==> config.mk <==
export PLATFORM = sky130hd
export DESIGN_NAME = spi_shift_engine_flat
export DESIGN_NICKNAME = d
export VERILOG_FILES = /design/src/rtl/spi_shift_engine_if.sv /design/src/rtl/spi_shift_engine.sv /design/src/flat_wrapper.sv
export SDC_FILE = /design/constraint.sdc
export NUM_CORES = 1
export LEC_CHECK = 0
export ABC_CLOCK_PERIOD_IN_PS = 2600
export BUFFER_PORTS_ARGS = -buffer_cell sky130_fd_sc_hd__buf_2
export CORE_MARGIN = 5
export CORE_UTILIZATION = 30
export DETAILED_ROUTE_END_ITERATION = 10
export PLACE_DENSITY = 0.45
export RECOVER_POWER = 50
export SETUP_SLACK_MARGIN = 0.3
export SYNTH_ARGS = -nofsm -noshare
export SYNTH_HDL_FRONTEND = slang
export SYNTH_SLANG_ARGS = --single-unit
==> constraint.sdc <==
create_clock -name clk_i -period 2.6 [get_ports clk_i]
set_input_delay 0.78 -clock clk_i [delete_from_list [all_inputs] [get_ports clk_i]]
set_output_delay 0.78 -clock clk_i [all_outputs]
set_load 0.02 [all_outputs]
==> src/rtl/spi_shift_engine_if.sv <==
// Handshake and serial bus bundle for the SPI shift engine.
// The engine is the SPI master; the "master" modport is the engine side,
// the "slave" modport is whatever feeds words in and the SPI slave behind it.
interface spi_shift_engine_if;
    logic [31:0] tx_data_i;
    logic        tx_vld_i;
    logic        tx_rdy_o;
    logic [31:0] rx_data_o;
    logic        rx_vld_o;
    logic        rx_rdy_i;
    logic        sclk_o;
    logic        mosi_o;
    logic        miso_i;
    logic        ss_n_o;
    logic        busy_o;

    modport master (
        input  tx_data_i, tx_vld_i, rx_rdy_i, miso_i,
        output tx_rdy_o, rx_data_o, rx_vld_o, sclk_o, mosi_o, ss_n_o, busy_o
    );

    modport slave (
        output tx_data_i, tx_vld_i, rx_rdy_i, miso_i,
        input  tx_rdy_o, rx_data_o, rx_vld_o, sclk_o, mosi_o, ss_n_o, busy_o
    );
endinterface

==> src/rtl/spi_shift_engine.sv <==
// 32-bit SPI master shift engine, MSB first, all four CPOL/CPHA modes.
// One word per transfer: SETUP (ss_n low, first bit on mosi), SHIFT (64 SCLK
// edges), HOLD (ss_n still low), DONE (ss_n high, rx word published).
module spi_shift_engine #(
    parameter int unsigned CLK_DIV = 2,    // SCLK half-period in clk_i cycles, 1..255
    parameter bit          CPOL    = 1'b0, // idle level of sclk_o
    parameter bit          CPHA    = 1'b0  // 0: sample on leading edge, 1: on trailing edge
) (
    input  logic                  clk_i,
    input  logic                  rstn_i,
    spi_shift_engine_if.master    bus
);

    localparam logic [7:0] DIV_RELOAD = 8'(CLK_DIV - 1);

    typedef enum logic [2:0] {IDLE, SETUP, SHIFT, HOLD, DONE} state_e;

    state_e      state_q;
    logic [7:0]  div_q;     // cycles left until the next SCLK edge / phase end
    logic [5:0]  edge_q;    // SCLK edge index 0..63; edge_q[5:1] is the bit number
    logic [31:0] shift_q;
    logic        samp_q;    // latest miso sample, merged into shift_q on the next drive
    logic        sclk_q;
    logic        mosi_q;
    logic        ss_n_q;
    logic [31:0] rx_data_q;
    logic        rx_vld_q;

    logic accept;
    logic div_zero;
    logic samp_edge;
    logic last_edge;

    assign bus.tx_rdy_o  = (state_q == IDLE) && (!rx_vld_q || bus.rx_rdy_i);
    assign accept        = bus.tx_vld_i && bus.tx_rdy_o;
    assign div_zero      = (div_q == 8'd0);
    // Even edge indices are leading edges; the sampling edge depends on CPHA.
    assign samp_edge     = (edge_q[0] == CPHA);
    assign last_edge     = (edge_q == 6'd63);

    assign bus.sclk_o    = sclk_q;
    assign bus.mosi_o    = mosi_q;
    assign bus.ss_n_o    = ss_n_q;
    assign bus.rx_data_o = rx_data_q;
    assign bus.rx_vld_o  = rx_vld_q;
    assign bus.busy_o    = (state_q != IDLE);

    // Transfer FSM with divider, edge counter, shift register and registered pins.
    always_ff @(posedge clk_i or negedge rstn_i) begin
        if (!rstn_i) begin
            state_q   <= IDLE;
            div_q     <= 8'd0;
            edge_q    <= 6'd0;
            shift_q   <= 32'd0;
            samp_q    <= 1'b0;
            sclk_q    <= CPOL;
            mosi_q    <= 1'b0;
            ss_n_q    <= 1'b1;
            rx_data_q <= 32'd0;
            rx_vld_q  <= 1'b0;
        end else begin
            if (rx_vld_q && bus.rx_rdy_i)
                rx_vld_q <= 1'b0;

            case (state_q)
                IDLE: begin
                    if (accept) begin
                        shift_q <= bus.tx_data_i;
                        mosi_q  <= bus.tx_data_i[31];
                        ss_n_q  <= 1'b0;
                        sclk_q  <= CPOL;
                        div_q   <= DIV_RELOAD;
                        edge_q  <= 6'd0;
                        samp_q  <= 1'b0;
                        state_q <= SETUP;
                    end
                end

                SETUP: begin
                    if (div_zero) begin
                        div_q   <= DIV_RELOAD;
                        state_q <= SHIFT;
                    end else begin
                        div_q   <= div_q - 8'd1;
                    end
                end

                SHIFT: begin
                    if (div_zero) begin
                        div_q  <= DIV_RELOAD;
                        sclk_q <= ~sclk_q;
                        edge_q <= edge_q + 6'd1;
                        if (samp_edge) begin
                            samp_q <= bus.miso_i;
                        end else if (CPHA && edge_q == 6'd0) begin
                            // First CPHA=1 edge only presents bit 31; nothing sampled yet.
                            mosi_q <= shift_q[31];
                        end else if (!last_edge) begin
                            // Holding the sample one drive back keeps the outgoing
                            // LSB intact until it has been shifted out.
                            shift_q <= {shift_q[30:0], samp_q};
                            mosi_q  <= shift_q[30];
                        end
                        if (last_edge)
                            state_q <= HOLD;
                    end else begin
                        div_q <= div_q - 8'd1;
                    end
                end

                HOLD: begin
                    if (div_zero) begin
                        ss_n_q  <= 1'b1;
                        state_q <= DONE;
                    end else begin
                        div_q   <= div_q - 8'd1;
                    end
                end

                DONE: begin
                    rx_data_q <= {shift_q[30:0], samp_q};
                    rx_vld_q  <= 1'b1;
                    mosi_q    <= 1'b0;
                    state_q   <= IDLE;
                end

                default: state_q <= IDLE;
            endcase
        end
    end

endmodule

==> src/flat_wrapper.sv <==
// flat-port wrapper written by rule: the top's interface ports become plain ports
module spi_shift_engine_flat 
#(
    parameter int unsigned CLK_DIV = 2,                                               
    parameter bit          CPOL    = 1'b0,                        
    parameter bit          CPHA    = 1'b0                                                   
)
  (clk_i, rstn_i, bus_tx_data_i, bus_tx_vld_i, bus_rx_rdy_i, bus_miso_i, bus_tx_rdy_o, bus_rx_data_o, bus_rx_vld_o, bus_sclk_o, bus_mosi_o, bus_ss_n_o, bus_busy_o);
  spi_shift_engine_if bus_i ();
  input  logic clk_i;
  input  logic rstn_i;
  input wire logic [$bits(bus_i.tx_data_i)-1:0] bus_tx_data_i;
  input wire logic [$bits(bus_i.tx_vld_i)-1:0] bus_tx_vld_i;
  input wire logic [$bits(bus_i.rx_rdy_i)-1:0] bus_rx_rdy_i;
  input wire logic [$bits(bus_i.miso_i)-1:0] bus_miso_i;
  output wire logic [$bits(bus_i.tx_rdy_o)-1:0] bus_tx_rdy_o;
  output wire logic [$bits(bus_i.rx_data_o)-1:0] bus_rx_data_o;
  output wire logic [$bits(bus_i.rx_vld_o)-1:0] bus_rx_vld_o;
  output wire logic [$bits(bus_i.sclk_o)-1:0] bus_sclk_o;
  output wire logic [$bits(bus_i.mosi_o)-1:0] bus_mosi_o;
  output wire logic [$bits(bus_i.ss_n_o)-1:0] bus_ss_n_o;
  output wire logic [$bits(bus_i.busy_o)-1:0] bus_busy_o;
  assign bus_i.tx_data_i = bus_tx_data_i;
  assign bus_i.tx_vld_i = bus_tx_vld_i;
  assign bus_i.rx_rdy_i = bus_rx_rdy_i;
  assign bus_i.miso_i = bus_miso_i;
  assign bus_tx_rdy_o = bus_i.tx_rdy_o;
  assign bus_rx_data_o = bus_i.rx_data_o;
  assign bus_rx_vld_o = bus_i.rx_vld_o;
  assign bus_sclk_o = bus_i.sclk_o;
  assign bus_mosi_o = bus_i.mosi_o;
  assign bus_ss_n_o = bus_i.ss_n_o;
  assign bus_busy_o = bus_i.busy_o;
  spi_shift_engine #(.CLK_DIV(CLK_DIV), .CPOL(CPOL), .CPHA(CPHA)) u_core (.clk_i(clk_i), .rstn_i(rstn_i), .bus(bus_i));
endmodule
==> results of run 1 <==
[cell usage after synthesis (all sizes together) (2+ instances only)]
library cell / count
a21oi: 4
and2: 2
and3: 4
buf: 9
clkbuf: 9
dfrtp: 84
ha: 2
inv: 4
mux2: 64
nand2: 12
nand2b: 2
nand3: 6
nand4: 8
nor2: 117
nor3: 4
nor4: 2
o21ai: 5
o22ai: 2
o31ai: 2
or3: 2
xor2: 11
[how the worst max path moves through the flow]
stage / startpoint / end / slack [ns]
after floorplan: bus_rx_rdy_i / bus_tx_rdy_o / 0.53
after global placement: bus_rx_rdy_i / bus_tx_rdy_o / 0.29
after detailed placement: bus_rx_rdy_i / bus_tx_rdy_o / 0.29
after CTS: u_core.state_q[0] / bus_tx_rdy_o / 0.37
after global routing: rstn_i / u_core.bus.rx_data_o[7] / 0.26
final: u_core.state_q[0] / bus_tx_rdy_o / 0.41
[through the flow]
step | cells | worst slack (ns)
2_1_floorplan | 368 | 0.5273
3_3_place_gp | 614 | 0.2904
3_5_place_dp | 614 | 0.2931
4_1_cts | 629 | 0.3700
5_1_grt | 629 | 0.2629
6_report | 629 | 0.4079
[power by group]
| part | switching [mW] | internal [mW] | total [mW] |
|---|---|---|---|
| registers | 0.344 | 1.75 | 2.09 |
| logic | 0.701 | 0.810 | 1.51 |
| clock network | 0.528 | 0.862 | 1.39 |
[state kept, by name (all words and copies together), names as in the netlist]
signal and cells:
u_core.div_q 8, u_core.bus.mosi_o 1, u_core.bus.rx_vld_o 1, u_core.shift_q 31, u_core.samp_q 1, u_core.bus.sclk_o 1, u_core.bus.ss_n_o 1, u_core.bus.rx_data_o 32
u_core.edge_q 6, u_core.state_q 3
[routing by layer]
metal  vias to the layer above  track usage [%]  share of wire (%)
li1                       1398                -                  -
met1                      1392            16.35                 48
met2                        61            19.36                 46
met3                        13            3.615                4.2
met4                         0            4.353                1.8
met5                         -                0                  0
[worst max-delay path, delay by kind of cell (launching register included)]
family,cells,cell delay [ns]
flip-flops,1,0.39
buffers and inverters,1,0.17
AND/OR/NAND/NOR,2,0.52
[layout make-up]
type | count | area (um^2)
fillers | 1342 | 8312
clock inverters | 4 | 72.57
inverters | 4 | 15.01
repair buffers | 88 | 460.4
flip-flops and latches | 85 | 2128
clock buffers | 11 | 242.7
well taps | 176 | 220.2
multi-input cells | 261 | 1844
[logic make-up after synthesis]
group           synth area share (%)
simple gates                   18.20
compound gates                 3.161
xor+xnor                       2.363
buf+inv                        2.762
flops                          52.21
fa+ha+maj                     0.6138
mux                            20.69
==> summary.md, run 1 <==
| Metric | Value |
|---|---|
| DP Area | 4708 um^2 |
| Chip Width | 126.6 um |
| Mapped Area | 4076 um^2 |
| Total GRT Usage | 12.37% |
| Yosys warnings | 0 |
| ANT cells | 0 |
| Fin util | 37.48% |
| WL per Instance | about 15 um |
| Fmax | roughly 460 MHz |
| Critical Path Max Stage Delay | 0.41 ns |
| Grt ovf | 0 |
| Setup bufs post-CTS | 0 |
| H-tree depth | 3 |
| Top area cells in the synthesized netlist | dfrtp_1 52%, mux2_4 11%, nor2_1 11% |
| Vias | between 2,000 and 3,000 |
| Clk slew on worst S/H paths | roughly 0.060 ns |
| CTS Root Cell | clkbuf_16 |
| CTS tree | yes |
| Final Hold Viols | 0 |
| Worst hold slack | 0.4810 ns |
| Worst EP required | 1.82 ns |
| Largest net degree at the start of global routing | 36 |
| Vias in the first global route | 3,066 |
| Post-CTS sizing | 1 |
| CP Class | reg2out |
| Detailed Route Iter0 Violations | 81 |
| Clk_lat worst skew | ~0.34 ns |
| Post-Syn Nets | around 410 |
| Most frequent cells in the layout | 116 x nor2_1, 84 x dfrtp_1, 56 x buf_2, 34 x mux2_2, 30 x mux2_4 |
| Routability cong. | ~0.73 |
| Cells after Synth | 368 |
| FF-to-FF path depth | 6 |
| Port Buffers | 74 |
| Final instance area | 4984 um^2 |
| FF-to-FF End | u_core.shift_q[0] |
| IO Pins | 75 |
| Commonest non-fill, non-tap cell in the layout | nor2_1 |
| Clock buffer depth | 2 |
| Worst EP arrival | 1.41 ns |
| RSZ-0062 raised after global routing | no |
| Register bit total from synthesis | 85 |
| Crit-path cells | or3_4, nor2_1, buf_2 |
| Clock sinks | 85 |
| Row cnt | 42 |
| CP Max Fanout | 4 |
| Final Slew Violations | 0 |
| ANT nets after route | 0 |
| Total Power Consumption | roughly 5 mW |
| Die area | roughly 16,000 um^2 |
| Setup Viol. Count Final | 0 |
| Critical hold path startpoint | u_core.bus.ss_n_o |
| FF-to-FF setup slack | 0.50 ns |
| Crit-path slowest cell | or3_4 |
| Global-route wire length before repair | 15,770 um |
| Hold path depth | 2 |
| PwrDens | roughly 1000 nW/um^2 |
| Via density | 4.553 |
| Synth top area share | 51.57% |
| NumNets Final | 488 |
| Static Leakage | 2.451 nW |
| Number of flops mapped to enable cells by yosys | 0 |
| CP Capture Type | output pin |
| Initial Utilization | a little over 30% |
| Tcrit/Tclk final | 84.31% |
| Post-CTS Hold Buffers | 0 |
| Mean Syn Cell Area | about 11 um^2 |
| Core area | roughly 13,000 um^2 |
| Sequential fraction of the synthesis area | 52.21% |
| Max-slew headroom | 34.12% |
| Final wirelength | 9335 um |
| Worst r2r src | u_core.div_q[6] |
| # DRC | 0 |
| Hold Path Class | reg2reg |
| Max-cap violations | 0 |
| Synthesis-to-layout area growth | 22.25% |
| Share of post-route cells with drive strength above 1 | approximately a third |
| Dpl hpwl | between 6000 and 7000 um |
| Worst setup SP type | flop |
| CTS Buf Count | 9 |
| Top_reg_cell synth | dfrtp_1 |
| DRT Pass-1 Iters | 4 |
| Setup_tns | 0 ns |
| Die height | about 130 um |
| Worst-Margin Slew | 0.9881 ns |
| Hold path endpoint | u_core.bus.ss_n_o |
| Synth unique cells | 41 |
| Min cycle time layout | between 2 and 2.5 ns |
| Async set or reset register ratio after synthesis | 100.0% |
| Max IR drop VDD | 394.0 uV |
| Initial antenna violation count | 0 |
| Worst clock skew | roughly 0.008 ns |
| Cell taking the most area after synthesis | dfrtp_1 |
| Status | finished clean |
Note: power is estimated with default switching activity, not from simulation.
==> run 2, diff against run 1 <==
ABC_CLOCK_PERIOD_IN_PS = 1900   (was 2600)
PLACE_DENSITY = 0.47   (was 0.45)
clock period = 1.9 ns   (was 2.6 ns; I/O delays follow)
==> run 2 against run 1 <==
Compared with the run above:
- the flow now finishes with violations (setup timing)
- clock skew is 0.0015 ns lower
- final cell count is 4.8% higher
- core utilization is 3.7 points higher
- combinational power is 74% higher
- critical path depth is 1 higher
- total power is 50% higher
- clock-buffer cell count is 1 lower
- sequential share of layout area is 3.8 points lower
- critical endpoint unchanged
- largest cell class unchanged
- highest routed layer unchanged
==> summary.md, run 2 (synthesized netlist as in run 1, its figures left out) <==
| Metric | Value |
|---|---|
| Worst setup SP type | flop |
| Crit-path cells | or3_4, buf_6, nor2_4, buf_6 |
| FF-to-FF path depth | 8 |
| Post-CTS Hold Buffers | 0 |
| WL per Instance | 15.30 um |
| Global-route wire length before repair | 15,600 um |
| DP Area | 4860 um^2 |
| FF-to-FF End | u_core.shift_q[27] |
| Core area | 13,300 um^2 |
| Max IR drop VDD | 525.0 uV |
| Final wirelength | approximately 10,000 um |
| Setup Viol. Count Final | 33 |
| Final instance area | 5478 um^2 |
| Flop pwr share | between 30% and 40% |
| Met3 wire length | ~440 um |
| Vias | 3,003 |
| Static Leakage | 2.734 nW |
| Tcrit/Tclk final | 106.5% |
| Dpl hpwl | around 6600 um |
| NumNets Final | 517 |
| Final Hold Viols | 0 |
| Hold path depth | 2 |
| Critical Path Max Stage Delay | 0.40 ns |
| Int Power | 5.082 mW |
| Initial Utilization | slightly above 30% |
| Most frequent cells in the layout | 115 x nor2_1, 83 x dfrtp_1, 70 x buf_2, 32 x mux2_2, 32 x mux2_4 |
| Top Metal Used | met4 |
| Worst r2r src | u_core.state_q[1] |
| Row cnt | between 40 and 50 |
| Most common cell on crit path | buf_6 |
| Total GRT Usage | 12.30% |
| WL met2 | 4725 um |
| Violated checks | setup timing |
| Clock sinks | 85 |
| Largest net degree at the start of global routing | 86 |
| Crit path buffers/inverters | 2 |
| Detailed Route Iter0 Violations | around 130 |
| CP delay by family, top | simple AND/OR/NAND/NOR gates |
| Final setup margin | -0.1236 ns |
| Worst EP arrival | about 1.5 ns |
| FF-to-FF setup slack | -0.12 ns |
| Max-cap violations | 0 |
| CP Max Fanout | 3 |
| Fillers | 1,322 |
| Routed met1 length | 4722 um |
| ANT nets after route | 0 |
| Number of flip-flops in the largest register | 32 |
| PwrDens | 1363 nW/um^2 |
| H-tree depth | 3 |
| Sw frac | between 30% and 40% |
| Via density | 4.557 |
| Worst hold slack | 0.4890 ns |
| Commonest non-fill, non-tap cell in the layout | nor2_1 |
| Synthesis-to-layout area growth | 34.38% |
| IO Pins | 75 |
| Sequential cell area | about 2100 um^2 |
| CP Capture Type | output pin |
| Clk_lat worst skew | 0.35 ns |
| CTS Root Cell | clkbuf_16 |
| Worst clock skew | 0.006486 ns |
| Share of post-route cells with drive strength above 1 | ~46% |
| Worst EP required | between 1 and 1.5 ns |
| Clock Power Share | between 20% and 30% |
| # DRC | 0 |
| Clk slew on worst S/H paths | 0.06 ns |
| Crit-path slowest cell | or3_4 |
| Final Slew Violations | 0 |
| Fin util | 41.20% |
| Grt ovf | 0 |
| Vias in the first global route | 3,045 |
| Multi-input gate area | 1944 um^2 |
| DRT Pass-1 Iters | 4 |
| CTS tree | yes |
| Initial antenna violation count | 0 |
| Die area | 16,020 um^2 |
| Die height | 126.6 um |
| ANT cells | 0 |
| Min cycle time layout | 2.024 ns |
| Hold path endpoint | u_core.samp_q |
| Chip Width | 126.6 um |
| Hold Path Class | in2reg |
| CTS Buf Count | 9 |
| Comb pwr share | 35.3% |
| Critical hold path startpoint | bus_miso_i |
| Port Buffers | 74 |
| Worst-Margin Slew | 1.184 ns |
| CP Class | reg2out |
| RSZ-0062 raised after global routing | yes |
| Max-slew headroom | about a fifth |
| Net Sw Power | 2.386 mW |
| Status | finished, violations left |
| Clock buffer depth | 2 |
| Routability cong. | around 0.75 |
| Fmax | 494.2 MHz |
## run 2: cell count changes in the layout (fill, tap and decap cells not counted), sizes merged
| cell | previous run | this run |
|---|---|---|
| clkbuf | 31 | 16 |
| buf | 68 | 111 |
| clkinv | 1 | 3 |
## run 2: layout make-up
cell class | count | area share, %
Multi-Input combinational cell | 261 | 35.50
Clock buffer | 10 | 4.363
Timing Repair Buffer | 117 | 15.40
Clock inverter | 6 | 1.576
Sequential cell | 85 | 38.88
Tap cell | 176 | 4.020
Inverter | 4 | 0.2741
## run 2: worst max path at each step
stage / from / cells after the start / to
floorplan: u_core.state_q[2] / 6 / u_core.shift_q[10]
finish: u_core.state_q[1] / 4 / bus_tx_rdy_o
global route: u_core.state_q[1] / 8 / u_core.shift_q[26]
detailed placement: u_core.state_q[2] / 6 / u_core.shift_q[19]
global placement: u_core.state_q[2] / 6 / u_core.shift_q[27]
CTS: u_core.state_q[0] / 4 / bus_tx_rdy_o
## run 2: per-stage QoR
step	setup TNS [ns]	worst slack, ns	total power, mW	cells
2_1_floorplan	-1.937	-0.06455	4.481	368
3_3_place_gp	-0.1620	-0.01073	5.147	629
3_5_place_dp	-0.5124	-0.03212	5.192	629
4_1_cts	-3.821	-0.1326	7.255	649
5_1_grt	-4.762	-0.1672	7.871	659
6_report	-3.148	-0.1236	7.468	659
## run 2: repair_timing
action                     CTS  global route
pin swaps                    5             8
gates cloned                 0             3
setup endpoints to repair   82            80
gates resized for setup     14            24
setup buffers                4             7
## run 2: layer usage
metal | up-vias | global-route usage (%)
li1 | 1467 | -
met3 | 17 | 3.279
met1 | 1456 | 15.93
met2 | 63 | 19.33
met4 | 0 | 5.489
met5 | - | 0
## run 2: power groups by stage
stage               registers [mW]  clock network [mW]  logic [mW]
floorplan                     2.88                   0        1.60
CTS                           2.89                1.99        2.38
global route                  2.97                2.05        2.85
detailed placement            2.91                   0        2.28
global placement              2.90                   0        2.24
finish                        2.89                1.94        2.63
==> run 3, diff against run 2 <==
SKIP_LAST_GASP = 1   (was not set)
TNS_END_PERCENT = 20   (was not set)
==> run 3 against run 2 <==
Compared with the run above:
- the run still ends with setup timing left
- critical path depth unchanged
- clock skew increased by 0.0010 ns
- die area is the same
- design area fell by 4.2%
- worst setup slack gained 0.032 ns
- total power down 6.5%
- combinational power decreased by 6%
- clock-buffer cell count increased by 2
- final cell count down 1.2%
- register-to-register slack improved by 0.03 ns
- global-route usage rose by 0.19 points
- critical path type unchanged
- largest power group unchanged
==> summary.md, run 3 (synthesized netlist as in run 1, its figures left out) <==
| Metric | Value |
|---|---|
| Final Hold Viols | 0 |
| Most frequent cells in the layout | 115 x nor2_1, 84 x dfrtp_1, 72 x buf_2, 34 x mux2_2, 30 x mux2_4 |
| Max-cap violations | 0 |
| Min cycle time layout | 1.991 ns |
| Finished Layout Cells | between 600 and 700 |
| Static Leakage | between 2 and 3 nW |
| Clk_lat worst skew | 0.34 ns |
| Commonest non-fill, non-tap cell in the layout | nor2_1 |
| GR peak layer | met2 |
| Pre-CTS setup slack | -0.006125 ns |
| ANT cells | 0 |
| Post-CTS Hold Buffers | 0 |
| Final setup margin | -0.09140 ns |
| Detailed Route Iter0 Violations | ~150 |
| FF-to-FF setup slack | -0.09 ns |
| CP Max Fanout | 3 |
| Global-route wire length before repair | around 16,000 um |
| Crit-path cells | or3_4, buf_6, nor2_4, buf_6 |
| NumNets Final | 509 |
| Routability cong. | around 0.75 |
| RSZ-0062 raised after global routing | yes |
| Number of flip-flops in the largest register | 32 |
| Worst setup SP type | flop |
| Tcrit/Tclk final | 104.8% |
| Setup Viol. Count Final | 27 |
| # DRC | 0 |
| PwrDens | 1331 nW/um^2 |
| Max-slew headroom | 4.814% |
| CTS Root Cell | clkbuf_16 |
| Share of post-route cells with drive strength above 1 | 42.32% |
| Clock sinks | 85 |
| # placed instances | 627 |
| Max IR drop VDD | about 430 uV |
| Clk slew on worst S/H paths | approximately 0.060 ns |
| Crit path buffers/inverters | 2 |
| Crit-path slowest cell | or3_4 |
| Vias | slightly below 3,000 |
| Initial Utilization | 30.66% |
| H-tree depth | 3 |
| Worst-Margin Slew | 1.428 ns |
| Critical Path Max Stage Delay | 0.39 ns |
| WL per Instance | 14.51 um |
| CTS tree | yes |
| Chip Width | 126.6 um |
| DRT Pass-1 Iters | 4 |
| IO Pins | 75 |
| Crit path depth | 4 |
| Fin util | about two fifths |
| Hold Path Class | in2async |
| ANT nets after route | 0 |
| Final wirelength | 9443 um |
| Port Buffers | 74 |
| Grt ovf | 0 |
| Violated checks | setup timing |
| Worst EP arrival | 1.42 ns |
| Die area | 16,020 um^2 |
| Final Slew Violations | 0 |
| Core area | 13,300 um^2 |
| CP Capture Type | output pin |
| Fmax | about 500 MHz |
| Worst EP required | 1.33 ns |
| CTS Buf Count | 9 |
| Met1 Usage GRT | 16.54% |
| Via density | about 4.5 |
| Synthesis-to-layout area growth | 28.67% |
| FF-to-FF path depth | 9 |
| Clock buffer depth | 2 |
| Largest net degree at the start of global routing | 58 |
| Vias in the first global route | 3,109 |
| Total GRT Usage | 12.50% |
| Dpl hpwl | 6461 um |
| Status | finished, violations left |
| Row cnt | 42 |
| Worst clock skew | roughly 0.0075 ns |
| Die height | 126.6 um |
| Fillers | between 1,000 and 1,500 |
| Initial antenna violation count | 0 |
| FF-to-FF End | u_core.shift_q[29] |
| CP Class | reg2out |
| Met2 Use GR | 19.65% |
| Worst r2r src | u_core.state_q[1] |
| Most common cell on crit path | buf_6 |
| CP delay by family, top | simple AND/OR/NAND/NOR gates |
| Global routing usage on met3 | 3.951% |
==> run 3: area by class of cell <==
class | count | area (um^2) | area share [%]
Clock buffer | 12 | 256.5 | 4.890
Timing Repair Buffer | 109 | 742.0 | 14.15
Tap cell | 176 | 220.2 | 4.198
Inverter | 4 | 15.01 | 0.2863
Clock inverter | 4 | 22.52 | 0.4294
Multi-Input combinational cell | 261 | 1861 | 35.47
Sequential cell | 85 | 2128 | 40.58
==> run 3: how the worst max path moves through the flow <==
| stage | to | from |
|---|---|---|
| after detailed placement | u_core.shift_q[30] | bus_rx_rdy_i |
| final | bus_tx_rdy_o | u_core.state_q[1] |
| after global placement | u_core.bus.mosi_o | u_core.state_q[1] |
| after CTS | bus_tx_rdy_o | u_core.state_q[1] |
| after floorplan | u_core.shift_q[10] | u_core.state_q[2] |
| after global routing | u_core.shift_q[29] | u_core.state_q[1] |
==> run 3: per-stage QoR <==
step / TNS, ns / power (mW) / area [um^2] / hold slack, ns
after floorplan: -1.937 / 4.427 / 4076 / 0.2744
after global placement: 0 / 5.095 / 4818 / 0.4736
after detailed placement: -0.01136 / 5.148 / 4818 / 0.4760
after CTS: -2.225 / 7.109 / 5263 / 0.2371
after global routing: -7.575 / 7.462 / 5245 / 0.4782
final: -1.813 / 6.983 / 5245 / 0.4278
==> run 3: report_power, final <==
| part | switching [mW] | internal, mW | total, mW |
|---|---|---|---|
| Combinational | 1.06 | 1.40 | 2.47 |
| Clock | 0.714 | 0.951 | 1.66 |
| Sequential | 0.457 | 2.40 | 2.85 |
==> run 3: metal layers <==
layer | vias up | routed length (um)
met5 | - | 0
met4 | 0 | 99
met3 | 9 | 421
met2 | 50 | 4375
met1 | 1414 | 4547
li1 | 1449 | -
==> run 3: what timing repair did <==
action | CTS | global route
resized for setup | 14 | 1
pin swaps | 4 | 0
buffers inserted | 6 | 0
cloned | 2 | 0
setup endpoints to repair | 82 | 83
